### config.mk
export PLATFORM = sky130hd
export DESIGN_NAME = fifo_flow_ctrl
export DESIGN_NICKNAME = d
export VERILOG_FILES = /design/src/rtl/fifo_flow_ctrl.sv
export SDC_FILE = /design/constraint.sdc
export NUM_CORES = 1
export LEC_CHECK = 0
export ABC_AREA = 0
export BUFFER_PORTS_ARGS = -buffer_cell sky130_fd_sc_hd__buf_4
export CORE_UTILIZATION = 58
export DETAILED_ROUTE_END_ITERATION = 10
export GPL_ROUTABILITY_DRIVEN = 0
export PLACE_DENSITY_LB_ADDON = 0.12
export SETUP_SLACK_MARGIN = 0.3
export SKIP_LAST_GASP = 1
export SLEW_MARGIN = 0
export SYNTH_ARGS = -nofsm -noshare
export SYNTH_HDL_FRONTEND = slang
export SYNTH_SLANG_ARGS = --single-unit
### constraint.sdc
create_clock -name clk -period 3.2 [get_ports clk]
set_input_delay 0.8 -clock clk [delete_from_list [all_inputs] [get_ports clk]]
set_output_delay 0.8 -clock clk [all_outputs]
set_load 0.02 [all_outputs]
### src/rtl/fifo_flow_ctrl.sv
// Synchronous FIFO with a registered read port, an occupancy counter, hysteresis
// pause backpressure and a sticky overflow/underflow error flag.
module fifo_flow_ctrl #(
  parameter  int BITNUMBER = 8,
  parameter  int LENGTH    = 8,
  localparam int CNTW      = $clog2(LENGTH + 1)
) (
  input  logic                 clk,
  input  logic                 reset,
  input  logic                 Fifo_wr,
  input  logic [BITNUMBER-1:0] Fifo_Data_in,
  input  logic                 Fifo_rd,
  input  logic [CNTW-1:0]      umbral_alto,
  input  logic [CNTW-1:0]      umbral_bajo,
  output logic [BITNUMBER-1:0] Fifo_Data_out,
  output logic                 Fifo_valid_out,
  output logic                 full,
  output logic                 empty,
  output logic                 almost_full,
  output logic                 almost_empty,
  output logic [CNTW-1:0]      fifo_count,
  output logic                 pause,
  output logic                 error,
  output logic                 dbg_state
);

  localparam int PTRW = $clog2(LENGTH);

  typedef enum logic {ST_RUN = 1'b0, ST_HOLD = 1'b1} state_e;

  logic [BITNUMBER-1:0] r_mem [LENGTH];
  logic [PTRW-1:0]      r_wr_ptr, r_rd_ptr;
  logic [CNTW-1:0]      r_count;
  logic [CNTW-1:0]      w_next_count;
  logic                 r_error;
  state_e               r_state, w_state_nxt;
  logic                 w_wr_ok, w_rd_ok, w_overflow, w_underflow;

  // Request/accept: a read is accepted when Fifo_rd is high and the FIFO is not
  // empty; a write when Fifo_wr is high and there is room, or a read frees one
  // slot on the same edge. Rejected requests only set the sticky error.
  assign w_rd_ok     = Fifo_rd && !empty;
  assign w_wr_ok     = Fifo_wr && (!full || w_rd_ok);
  assign w_overflow  = Fifo_wr && full && !w_rd_ok;
  assign w_underflow = Fifo_rd && empty;

  assign full         = (r_count == CNTW'(LENGTH));
  assign empty        = (r_count == '0);
  assign almost_full  = (r_count >= CNTW'(LENGTH - 1));
  assign almost_empty = (r_count <= CNTW'(1));
  assign fifo_count   = r_count;
  assign error        = r_error;
  assign pause        = (r_state == ST_HOLD);
  assign dbg_state    = r_state;

  always_comb begin
    w_next_count = r_count;
    if (w_wr_ok && !w_rd_ok) begin
      w_next_count = r_count + CNTW'(1);
    end else if (w_rd_ok && !w_wr_ok) begin
      w_next_count = r_count - CNTW'(1);
    end
  end

  // Storage is deliberately not reset; only pointers and count define contents.
  always_ff @(posedge clk) begin
    if (w_wr_ok) begin
      r_mem[r_wr_ptr] <= Fifo_Data_in;
    end
  end

  always_ff @(posedge clk or negedge reset) begin
    if (!reset) begin
      r_wr_ptr       <= '0;
      r_rd_ptr       <= '0;
      r_count        <= '0;
      r_error        <= 1'b0;
      Fifo_Data_out  <= '0;
      Fifo_valid_out <= 1'b0;
    end else begin
      r_count        <= w_next_count;
      r_error        <= r_error || w_overflow || w_underflow;
      Fifo_valid_out <= w_rd_ok;
      if (w_wr_ok) begin
        r_wr_ptr <= (r_wr_ptr == PTRW'(LENGTH - 1)) ? '0 : r_wr_ptr + PTRW'(1);
      end
      if (w_rd_ok) begin
        Fifo_Data_out <= r_mem[r_rd_ptr];
        r_rd_ptr      <= (r_rd_ptr == PTRW'(LENGTH - 1)) ? '0 : r_rd_ptr + PTRW'(1);
      end
    end
  end

  // Pause decides on the post-edge count so it moves on the same edge as the count.
  always_ff @(posedge clk or negedge reset) begin
    if (!reset) begin
      r_state <= ST_RUN;
    end else begin
      r_state <= w_state_nxt;
    end
  end

  always_comb begin
    w_state_nxt = r_state;
    case (r_state)
      ST_RUN:  if (w_next_count >= umbral_alto) w_state_nxt = ST_HOLD;
      ST_HOLD: if (w_next_count <= umbral_bajo) w_state_nxt = ST_RUN;
      default: w_state_nxt = ST_RUN;
    endcase
  end

endmodule

### Yosys cells after proc, flatten, opt, wreduce, memory -nomap -nowiden

Memories as Yosys holds them, arrays and structs flattened. A register that Yosys moved wholly into a read port is not among the register bits.
Cells that the tools add are included.

* bits in registers: 13
* RAM bits: 64
* input bits: 20
* output and inout port bits: 20
* word-level logic and storage cells: 44
* memories: 1

Memories
* r_mem: words 8, width 8, read ports 1, clocked after memory_dff 1, wr ports 1, line 31 `logic [BITNUMBER-1:0] r_mem [LENGTH];`

* add/subtract/negate cells: 4
* $lt $le $gt $ge: 4
* equal/unequal tests: 3
* multiplexer cells: 9
* bitwise logic cells: 1
* reduce and logical (&&, ||, !) cells: 16

Operator list (number)
* 2-to-1 mux 4 bit: 2
* logical AND 1 bit: 7
* adder 3 x 1 -> 3 bit, second input constant: 2
* == test 3 bit, second input constant: 2
* 2-to-1 mux 3 bit: 2
* logical NOT 1 bit: 5
* adder 4 x 1 -> 4 bit, second input constant: 1
* == test 4 bit, second input constant: 1
* >= comparator 4 x 3 -> 1 bit, second input constant: 1
* >= comparator 4 bit: 1
* <= comparator 4 x 1 -> 1 bit, second input constant: 1
* <= comparator 4 bit: 1
* logical NOT 4 bit: 1
* 2-to-1 mux 1 bit: 4
* subtractor 4 x 1 -> 4 bit, second input constant: 1
* logical OR 1 bit: 3
* one-hot mux 1 bit (2 select lines): 1
* NOT 1 bit: 1

### Logic depth before layout (Yosys ltp)

* depth after elaboration: 12
* gate-level depth with buffers: 13
* gate-level depth less buffers: 12

### Least setup slack after synthesis

OpenSTA, ideal clock, no wires.

* path kind: register to register
* start point: register r_count[0], in the netlist fifo_count[0]
* end point: register r_state, in the netlist dbg_state
* setup time: 140 ps
* arrival: 2475 ps
* data required time: 3060 ps
* slack: 585 ps
* cell stages (with the launch flop): 12
* path buffers: 0
* period minus slack after synthesis: 2615 ps
* path through: dfrtp_1 inv_1 ha_1 and3b_1 a21oi_1 mux2i_4 xnor2_1 ha_1 nand2b_1 a211o_1 o211ai_1 a22oi_1

* elaborated cells between the ends (all ways): 20
* those cells by class: 2 x add/sub; 2 x order compare; 1 x eq/ne; 5 x mux; 10 x reduce/logical

RTL lines
* start, declared: line 33 `logic [CNTW-1:0] r_count;`
* start signal, assigned: line 81 `r_count <= w_next_count;`
* == test 4 bit *: line 47 `assign full = (r_count == CNTW'(LENGTH));`
* net full: line 17 `output logic full,`
* logical NOT 1 bit *: line 43 `assign w_wr_ok = Fifo_wr && (!full || w_rd_ok);`
* logical OR 1 bit *: line 43
* logical AND 1 bit *: line 43
* logical NOT 1 bit: line 60 `end else if (w_rd_ok && !w_wr_ok) begin`
* logical AND 1 bit: line 60
* 2-to-1 mux 4 bit: line 60
* 2-to-1 mux 4 bit *: line 58 `if (w_wr_ok && !w_rd_ok) begin`
* <= comparator 4 bit / >= comparator 4 bit (equally long branches): line 107, 106
* 2-to-1 mux 1 bit, on equally long branches: line 107, 106
* one-hot mux 1 bit (2 select lines) *: line 105 `case (r_state)`
* net w_state_nxt: line 36 `state_e r_state, w_state_nxt;`
* end signal, assigned: line 99 `r_state <= w_state_nxt;`
* end, declared: line 36

Mark *: on every way through the listed nets, which the timed path passes. The rest lies on a longest branch.
A chain may end at the register's enable or synchronous reset.

### Final worst setup path

* start point: register r_count[1], in the netlist fifo_count[1]
* end point: register r_state, in the netlist dbg_state

* word-level cells in the longest chain between the ends: 12
* elaborated cells between the ends (all ways): 20
* those cells by class: 2 x add/sub; 2 x order compare; 1 x eq/ne; 5 x mux; 10 x reduce/logical

RTL lines
* logical NOT 4 bit: line 48 `assign empty = (r_count == '0);`
* logical NOT 1 bit: line 42 `assign w_rd_ok = Fifo_rd && !empty;`
* logical AND 1 bit: line 42
* logical OR 1 bit: line 43
* logical AND 1 bit: line 43
* logical NOT 1 bit: line 60
* logical AND 1 bit: line 60
* 2-to-1 mux 4 bit: line 60
* 2-to-1 mux 4 bit *: line 58
* <= comparator 4 bit / >= comparator 4 bit (equally long branches): line 107, 106
* 2-to-1 mux 1 bit, on equally long branches: line 107, 106
* one-hot mux 1 bit (2 select lines) *: line 105
* net w_state_nxt: line 36

Marks and branches as above.

==> out/summary.txt <==
Reg clk slew, reported paths = 0.09 ns
Max H-tree Level = 3
Post-synth top flop = edfxtp_1
crit path kind = reg -> reg
# rows = 29
Core Util, Final = 0.6977
synth-to-layout area growth = 16.75%
clock sink total = 85
CP Data Required Time = 3.43 ns
die area = 0.006871 mm^2
PortBufs = 39
Yosys warning count = 0
max_slew headroom = 0.4473
placed wire-length estimate = 4.678 mm
total CTS buffers = 9
Synth Area in Simple Gates = 0.08408
Tmin final = 2.682 ns
Worst Path Max Fanout = 12
Async SR Flop Fraction = 0.2471
post-synthesis adder-cell area fraction = 0.04946
Startpoint Class = register
layout cells sized above 1 = 0.2274
mean routed wirelength per cell = 17.86 um
final worst path period share = 0.8381
leakage = 1.812 nW
HP Class = in -> async
diodes inserted = 0
CP Capture Type = register
critical path data arrival time = 2.91 ns
vias in the first global route = 2266
slew of the pin with the lowest slew margin = 0.8274 ns
Overflow after GRT = 0
Post-synth EDFFs = 64
Fin. Hold Viols = 0
clk buf depth = 2
Finish-stage setup viols = 0
pins over their slew limit = 0
fin nets = 351
Die Wd = 82.89 um
max-cap violations = 0
fmax = 372.9 MHz
core area = 0.006350 mm^2
Post-Syn Nets = 304
vias after detailed routing = 2294
Mapped Area = 0.003795 mm^2
status = complete, no violations
clk_lat worst skew = 0.35 ns
initial antenna violation count = 0
Synth Area in XOR/XNOR = 0.006924
Yosys cell types = 41
RSZ-0062 raised after global routing = false
first drt pass iteration count = 4
# DRC = 0
clock skew = 0.009909 ns
All-Layer GR Usage = 0.2242
DR vias/cell = 5.764
maximum vdd drop = 0.6464 mV
DRT antenna net count = 0
CTS tree = done
final wirelength = 7.108 mm
Avg Inst Size Synth = 14.11 um^2
setup TNS = 0 ns
area fraction in compound gates after synthesis = 0.07979
Seq/Total Area, Yosys = 0.6449
Post-CTS Hold Buffers = 0
largest family of logic cells by synthesized area = multiplexers
Cells after Synth = 269
Yosys reg bits = 85
Power Density = 909.9 mW/mm^2
initial drt markers = 154
mux cell area share after synthesis = 0.1042
initial core utilization = 0.5976
IO Pins = 40
Die H = 82.89 um
clock root buffer = clkbuf_8
first-pass GRT wire length = 11.50 mm
Hold Slack = 0.3241 ns
largest net degree at the start of global routing = 35
metrics by stage:
step                      power (W)  instance area, um^2  setup slack [ns]  instances
after floorplan            0.002690                 3795            0.5846        269
after global placement     0.003148                 4183            0.3856        381
after detailed placement   0.003197                 4183            0.3148        381
after CTS                  0.004028                 4409            0.3066        397
after global routing       0.004276                 4431            0.3180        398
final                      0.004031                 4431            0.5182        398
worst paths after layout:
kind | slack [ns] | startpoint | endpoint | cells past startpoint
max | 0.52 | fifo_count[1]$_DFF_PN0_ | dbg_state$_DFF_PN0_ | 12
min | 0.32 | reset | Fifo_Data_out[5]$_DFFE_PN0N_ | 1
max reg2reg | 0.52 | fifo_count[1]$_DFF_PN0_ | dbg_state$_DFF_PN0_ | 12
min reg2reg | 0.49 | Fifo_Data_out[1]$_DFFE_PN0N_ | Fifo_Data_out[1]$_DFFE_PN0N_ | 2
max in group asynchronous | 2.64 | reset | fifo_count[1]$_DFF_PN0_ | 1
min in group clk | 0.49 | Fifo_Data_out[1]$_DFFE_PN0N_ | Fifo_Data_out[1]$_DFFE_PN0N_ | 2
cells by family after synthesis:
| group | count (synthesis) |
|---|---|
| xor+xnor | 3 |
| buf+inv | 23 |
| flops | 85 |
| mux | 38 |
| compound gates | 39 |
| fa+ha+maj | 15 |
| simple gates | 66 |
worst max-delay path: stages (launching register included):
cell	delay, ns
dfrtp_1	0.47
inv_1	0.12
ha_1	0.29
nand2b_4	0.15
o21ai_4	0.18
inv_4	0.11
mux2i_4	0.17
xnor2_1	0.18
ha_1	0.28
nand2b_1	0.14
a211o_1	0.29
o211ai_1	0.08
a22oi_1	0.09
cell usage after synthesis (5+ instances only):
cell type,number,area (um^2)
buf_2,6,30.03
nand2b_1,6,37.54
dfrtp_1,21,525.5
edfxtp_1,64,1922
a22oi_1,18,135.1
inv_1,8,30.03
nor2_1,8,30.03
nand3_1,8,40.04
a21o_1,5,37.54
ha_1,15,187.7
nor3_1,8,40.04
mux2i_1,35,350.3
nand2_1,24,90.09
timing repair:
item | in CTS | in global routing
gates resized for setup | 0 | 5
setup endpoints to repair | 0 | 1
setup buffers | 0 | 1
metal layers:
layer	GRT usage	up-vias	part of all wire
li1	-	1099	-
met1	0.2915	1123	0.43
met2	0.3770	64	0.51
met3	0.03678	8	0.054
met4	0.09248	0	0.0096
met5	0	-	0
area by class of cell:
type | instances | area (um^2)
Clock inverter | 7 | 102.6
Multi-Input combinational cell | 161 | 1249
Clock buffer | 9 | 123.9
Sequential cell | 85 | 2447
Tap cell | 77 | 96.34
Timing Repair Buffer | 50 | 375.4
Inverter | 9 | 36.28
Fill cell | 465 | 1919
layout by cell type (no fill, tap or decap), types with 2 or more instances in the layout:
master | netlist | routed
nor2_1 | 8 | 8
o21ai_4 | 2 | 2
dfrtp_1 | 21 | 21
o211ai_1 | 2 | 2
mux2_1 | 2 | 2
a21o_1 | 5 | 5
a22oi_1 | 18 | 18
xnor2_1 | 2 | 2
o21ai_0 | 2 | 2
nor3_1 | 8 | 8
nor2b_1 | 4 | 4
nand2_1 | 24 | 24
mux2i_1 | 35 | 35
edfxtp_1 | 64 | 64
buf_4 | 4 | 50
inv_1 | 8 | 8
a21oi_1 | 3 | 2
inv_6 | 0 | 2
nand2b_1 | 6 | 5
clkbuf_8 | 0 | 9
nand4_1 | 2 | 2
bufinv_16 | 0 | 2
ha_1 | 15 | 15
nand3_1 | 8 | 8
registers in the layout, indices dropped and copies added (netlist names):
register / cells
r_wr_ptr: 3
fifo_count: 4
error: 1
Fifo_valid_out: 1
r_mem: 64
Fifo_Data_out: 8
r_rd_ptr: 3
dbg_state: 1
power by group:
group,switching [W],internal [W]
clock network,0.000383,0.000450
registers,0.000194,0.00144
logic,0.000887,0.000677
total,0.00146,0.00257
Power figures use the tool's default switching activity.
